--- config.mk ---
export PLATFORM = sky130hd
export DESIGN_NAME = rcpu_seq_ctrl
export DESIGN_NICKNAME = d
export VERILOG_FILES = /design/src/rtl/rcpu_seq_ctrl.sv
export SDC_FILE = /design/constraint.sdc
export NUM_CORES = 1
export LEC_CHECK = 0
export ABC_AREA = 1
export BUFFER_PORTS_ARGS = -buffer_cell sky130_fd_sc_hd__clkbuf_2
export CAP_MARGIN = 30
export CORE_ASPECT_RATIO = 0.7
export CORE_MARGIN = 2
export CORE_UTILIZATION = 50
export DETAILED_ROUTE_END_ITERATION = 10
export MAX_ROUTING_LAYER = met4
export PLACE_DENSITY = 0.84
export SLEW_MARGIN = 20
export SYNTH_ARGS = -nofsm -noshare
export SYNTH_HDL_FRONTEND = slang
export SYNTH_SLANG_ARGS = --single-unit
--- constraint.sdc ---
create_clock -name clka -period 1.95 [get_ports clka]
set_clock_uncertainty 0.05 [all_clocks]
set_input_delay 0.195 -clock clka [delete_from_list [all_inputs] [get_ports clka]]
set_output_delay 0.195 -clock clka [all_outputs]
set_load 0.005 [all_outputs]
--- src/rtl/rcpu_seq_ctrl.sv ---
// rtl/rcpu_seq_ctrl.sv - multi-cycle fetch/decode/exec/writeback sequencer for the R-type datapath
module rcpu_seq_ctrl #(
  parameter int MEM_LAT    = 1,
  parameter int CNT_W      = 16,
  parameter int HALT_ON_OF = 1
) (
  input  logic             clka,
  input  logic             rsta,
  input  logic             run,
  input  logic             step,
  input  logic [31:0]      inst_in,
  input  logic             alu_of,
  input  logic             alu_zf,
  output logic             imem_re,
  output logic             pc_inc,
  output logic [4:0]       rs,
  output logic [4:0]       rt,
  output logic [4:0]       rd,
  output logic [2:0]       alu_op,
  output logic             rf_we,
  output logic             busy,
  output logic             halted,
  output logic             ill_inst,
  output logic             of_flag,
  output logic             zf_flag,
  output logic [CNT_W-1:0] inst_cnt
);

  typedef enum logic [2:0] {
    S_IDLE   = 3'd0,
    S_FETCH  = 3'd1,
    S_WAIT   = 3'd2,
    S_DECODE = 3'd3,
    S_EXEC   = 3'd4,
    S_WB     = 3'd5,
    S_HALT   = 3'd6
  } state_e;

  localparam logic [2:0] WAIT_LAST = 3'(MEM_LAT - 1);

  state_e           state_q, state_d;
  logic [31:0]      ir_q, ir_d;
  logic [2:0]       wcnt_q, wcnt_d;
  logic             ill_q, ill_d;
  logic             of_q, of_d;
  logic             zf_q, zf_d;
  logic [CNT_W-1:0] cnt_q, cnt_d;

  logic       func_ok;
  logic [2:0] dec_op;
  logic       is_nop;
  logic       is_halt;
  logic       is_legal;
  logic       is_illegal;
  logic       is_addsub;
  logic       of_trap;
  logic       wb_write;
  logic       wait_done;

  // Instruction classification works off the latched IR only, so outputs stay Moore.
  always_comb begin
    func_ok = 1'b1;
    dec_op  = 3'b000;
    case (ir_q[5:0])
      6'b100100: dec_op = 3'b000;
      6'b100101: dec_op = 3'b001;
      6'b100000: dec_op = 3'b010;
      6'b100110: dec_op = 3'b011;
      6'b100111: dec_op = 3'b100;
      6'b000100: dec_op = 3'b101;
      6'b100010: dec_op = 3'b110;
      6'b101010: dec_op = 3'b111;
      default:   func_ok = 1'b0;
    endcase
    is_nop     = (ir_q == 32'd0);
    is_halt    = (ir_q[31:26] == 6'b111111);
    is_legal   = (ir_q[31:26] == 6'b000000) && func_ok;
    is_illegal = !is_nop && !is_halt && !is_legal;
    is_addsub  = is_legal && ((ir_q[5:0] == 6'b100000) || (ir_q[5:0] == 6'b100010));
    of_trap    = (HALT_ON_OF != 0) && is_addsub && of_q;
    wb_write   = is_legal && (ir_q[15:11] != 5'd0) && !of_trap;
  end

  assign wait_done = (state_q == S_WAIT) && (wcnt_q == WAIT_LAST);

  always_ff @(posedge clka) begin
    if (!rsta) begin
      state_q <= S_IDLE;
    end else begin
      state_q <= state_d;
    end
  end

  always_comb begin
    state_d = state_q;
    case (state_q)
      S_IDLE:   if (run || step) state_d = S_FETCH;
      S_FETCH:  state_d = S_WAIT;
      S_WAIT:   if (wait_done) state_d = S_DECODE;
      S_DECODE: state_d = is_halt ? S_HALT : S_EXEC;
      S_EXEC:   state_d = S_WB;
      S_WB: begin
        if (of_trap)  state_d = S_HALT;
        else if (run) state_d = S_FETCH;
        else          state_d = S_IDLE;
      end
      S_HALT:   state_d = S_HALT;
      default:  state_d = S_IDLE;
    endcase
  end

  always_comb begin
    imem_re = (state_q == S_FETCH);
    pc_inc  = (state_q == S_WB);
    rf_we   = (state_q == S_WB) && wb_write;
    busy    = (state_q != S_IDLE) && (state_q != S_HALT);
    halted  = (state_q == S_HALT);
    alu_op  = 3'b000;
    if (((state_q == S_DECODE) || (state_q == S_EXEC) || (state_q == S_WB)) && is_legal) begin
      alu_op = dec_op;
    end
  end

  always_comb begin
    ir_d   = ir_q;
    wcnt_d = (state_q == S_WAIT) ? wcnt_q + 3'd1 : 3'd0;
    ill_d  = ill_q;
    of_d   = of_q;
    zf_d   = zf_q;
    cnt_d  = cnt_q;
    if (wait_done) ir_d = inst_in;
    if ((state_q == S_DECODE) && is_illegal) ill_d = 1'b1;
    if (state_q == S_EXEC) begin
      of_d = alu_of;
      zf_d = alu_zf;
    end
    // Saturating retire count; every instruction that reaches WB retires.
    if ((state_q == S_WB) && (cnt_q != {CNT_W{1'b1}})) cnt_d = cnt_q + CNT_W'(1);
  end

  always_ff @(posedge clka) begin
    if (!rsta) begin
      ir_q   <= 32'd0;
      wcnt_q <= 3'd0;
      ill_q  <= 1'b0;
      of_q   <= 1'b0;
      zf_q   <= 1'b0;
      cnt_q  <= '0;
    end else begin
      ir_q   <= ir_d;
      wcnt_q <= wcnt_d;
      ill_q  <= ill_d;
      of_q   <= of_d;
      zf_q   <= zf_d;
      cnt_q  <= cnt_d;
    end
  end

  assign rs       = ir_q[25:21];
  assign rt       = ir_q[20:16];
  assign rd       = ir_q[15:11];
  assign ill_inst = ill_q;
  assign of_flag  = of_q;
  assign zf_flag  = zf_q;
  assign inst_cnt = cnt_q;

endmodule

==> key figures <==
STA
  • Slew Limit Fails: 0
  • Setup_tns: 0 ns
  • Fin worst setup slack: 0.1004 ns
  • Achievable Freq: 540.7 MHz
  • Worst-margin pin slew: 0.4519 ns
  • Fin crit share: 0.9485
  • RSZ-0062 raised after global routing: false
  • Fin crit period: 1.850 ns
  • Final hold violations: 0
  • Endpoints failing setup: 0
  • Slew headroom: 0.6984

Cells and area
  • Final Non-Filler Cells: 585
  • Antenna diodes: 0
  • Final nets: 546
  • Area growth syn-to-layout: 21.16%
  • Share of layout cells above drive strength 1: 0.2529
  • Fillcell total: 519

Floorplan
  • Io pins: 80
  • Row count: 23
  • Die X: 95.17 µm
  • Core Region: 0.005669 mm²
  • Die Footprint: 0.006454 mm²
  • Height of the die: 67.82 µm
  • Starting density of the core: 0.5131

Hold path
  • Hold endpoint: ir_q[8]$_SDFFE_PN0P_
  • Min-Delay Startpoint: inst_in[8]
  • Hold Path Class: in2reg
  • Hold path cells: 3

Setup path
  • Critical path type: reg2reg
  • Crit path max fanout: 10
  • Worst reg2reg path endpoint: inst_cnt[14]$_SDFFE_PN0P_
  • Worst EP arrival: 2.06 ns
  • Largest delay share family, worst path: simple AND/OR/NAND/NOR gates
  • CP peak stage delay: 0.42 ns
  • R2R Path Start: inst_cnt[0]$_SDFFE_PN0P_
  • Critical-path top delay cell: dfxtp_1
  • Reg2reg setup slack: 0.10 ns
  • R2R depth: 8
  • Crit path cell chain: ha_1, nand3_2, nor3_4, inv_2, o21ai_2, buf_4, nand2_1, a21oi_1
  • Worst Path Buf+Inv: 2
  • Crit. End Element: flip-flop
  • Setup crit start kind: flip-flop
  • Req. time, crit path: 2.16 ns

Detailed routing
  • Detailed Route Iter0 Violations: 163
  • Via count: 2869
  • Final WL: 6.895 mm
  • DR DRC count: 0
  • Routed Antenna Nets: 0
  • Drt wl/cell: 11.79 µm
  • DR vias/cell: 4.904
  • Iteration count of the initial detailed-routing pass: 5

Global routing
  • Vias in the first global route: 2527
  • GRT overflow: 0
  • Initial antenna violation count: 0
  • Gr usage total: 0.2254
  • First-pass GRT wire length: 11.01 mm
  • Largest net degree at the start of global routing: 39

Synthesis
  • Mean Syn Cell Area: 6.734 µm²
  • Synth Area in Adders: 0.01290
  • Cell with the most instances after synthesis: nand2_1
  • Synth async-reset ratio: 0
  • Synth Net Count: 473
  • Yosys top cell area share: 0.3923
  • Cell accounting for the most synthesized area: dfxtp_1
  • Mux cell area share after synthesis: 0
  • Post-synthesis sequential area ratio: 0.3923
  • Ys Warns: 0
  • Most used flip-flop cell after synthesis: dfxtp_1
  • Commonest cells post-synth: nand2_1 (89), nor2_1 (73), dfxtp_1 (57)
  • Post-synthesis compound-gate area fraction: 0.1544
  • Register bit total from synthesis: 57
  • Mapped Cells: 432
  • Synth top area cells: dfxtp_1 (39%), nand2_1 (11%), nor2_1 (9.4%)
  • Main combinational cell family by area after synthesis: simple AND/OR/NAND/NOR gates
  • Synth Cell Area: 0.002909 mm²
  • Synth unique cells: 30
  • Number of synthesized flops with an enable pin: 0
  • Post-Synth XOR/XNOR Area: 0.02710
  • Simple-Gate Fraction of Synth Area: 0.2813

Placed design
  • # placed instances: 567
  • Placer Congestion: 0.9045
  • I/O Buffers: 79
  • Worst slack at placement: 0.1728 ns
  • Post-DP HPWL: 5.080 mm

Power
  • Total power: 2.872 mW
  • Pwr Density: 814.8 mW/mm²
  • Worst VDD drop: 402.6 µV
  • Pleak: 1.617 nW

Clocking
  • CTS tree: done
  • Clock Path Buffers: 2
  • Worst skew pair latency: 0.34 ns
  • Worst-path clk slew: 0.07 ns
  • H-tree levels: 3
  • Clock sink count: 57
  • CTS buffer count: 9
  • Clock root cell: clkbuf_8

Run status
  • Outcome: completed

Flow run
  • Max-cap viol count: 0
[tightest hold or removal path, stage by stage]
cell,delay (ns)
clkbuf_2,0.07
o21ai_0,0.07
nor2_1,0.08
[how the worst max path moves through the flow]
stage / end / depth (start not counted) / startpoint
3_5_place_dp: inst_cnt[0]$_SDFFE_PN0P_ / 9 / inst_cnt[0]$_SDFFE_PN0P_
6_report: inst_cnt[14]$_SDFFE_PN0P_ / 8 / inst_cnt[0]$_SDFFE_PN0P_
4_1_cts: alu_op[2] / 6 / state_q[1]$_SDFFE_PN0P_
5_1_grt: alu_op[2] / 7 / ir_q[5]$_SDFFE_PN0P_
3_3_place_gp: inst_cnt[14]$_SDFFE_PN0P_ / 9 / inst_cnt[0]$_SDFFE_PN0P_
2_1_floorplan: inst_cnt[11]$_SDFFE_PN0P_ / 8 / inst_cnt[0]$_SDFFE_PN0P_
[power by group]
part	switching (mW)	leakage [nW]	internal, mW
clock network	0.527	0.0862	0.470
registers	0.0731	0.465	1.26
logic	0.325	1.07	0.214
total	0.925	1.62	1.95
[layout by cell type, fill, tap and decap left out, types with 5 or more instances in the layout]
cell type / instances
nand2_1: 89
clkbuf_2: 79
nor2_1: 69
dfxtp_1: 53
inv_1: 48
o21ai_0: 41
a21oi_1: 38
nand3_1: 14
buf_4: 12
clkbuf_8: 9
xnor2_1: 7
nor3_1: 5
[metal layers]
metal / track usage / part of all wire / vias to the layer above
met2: 0.3521 / 0.47 / 77
met3: 0.05837 / 0.057 / 8
met5: - / 0 / -
met4: 0.07609 / 0.013 / 0
met1: 0.2868 / 0.46 / 1278
li1: - / - / 1506
[timing repair]
item	CTS	global route
gates resized for setup	2	13
pin swaps	1	2
hold buffers	0	0
endpoints found under the setup margin	4	4
setup buffers	2	0
[metrics by stage]
step | util | area [µm²] | hold WS (ns)
after floorplan | - | 2909 | 0.2834
after CTS | 0.6149 | 3486 | 0.05049
final | 0.6217 | 3525 | 0.05803
after global routing | 0.6217 | 3525 | 0.06675
after global placement | 0.5793 | 3284 | 0.3796
after detailed placement | 0.5793 | 3284 | 0.3943
[kinds of logic after synthesis]
kind of cell | Yosys count
buf+inv | 81
xor+xnor | 9
compound gates | 86
simple gates | 196
flops | 57
fa+ha+maj | 3
[layout make-up]
type	instances	area [µm²]	area share
Clock buffer	9	123.9	0.03514
Clock inverter	7	55.05	0.01562
Timing Repair Buffer	91	485.5	0.1377
Sequential cell	57	1146	0.3252
Inverter	52	195.2	0.05538
Multi-Input combinational cell	294	1425	0.4043
Tap cell	75	93.84	0.02662
[sequential cells by signal, indices dropped and copies added (netlist names)]
register	cells
wcnt_q	3
state_q	3
ir_q	32
ill_inst	1
inst_cnt	16
of_flag	1
zf_flag	1
(Power assumes the default switching activity.)
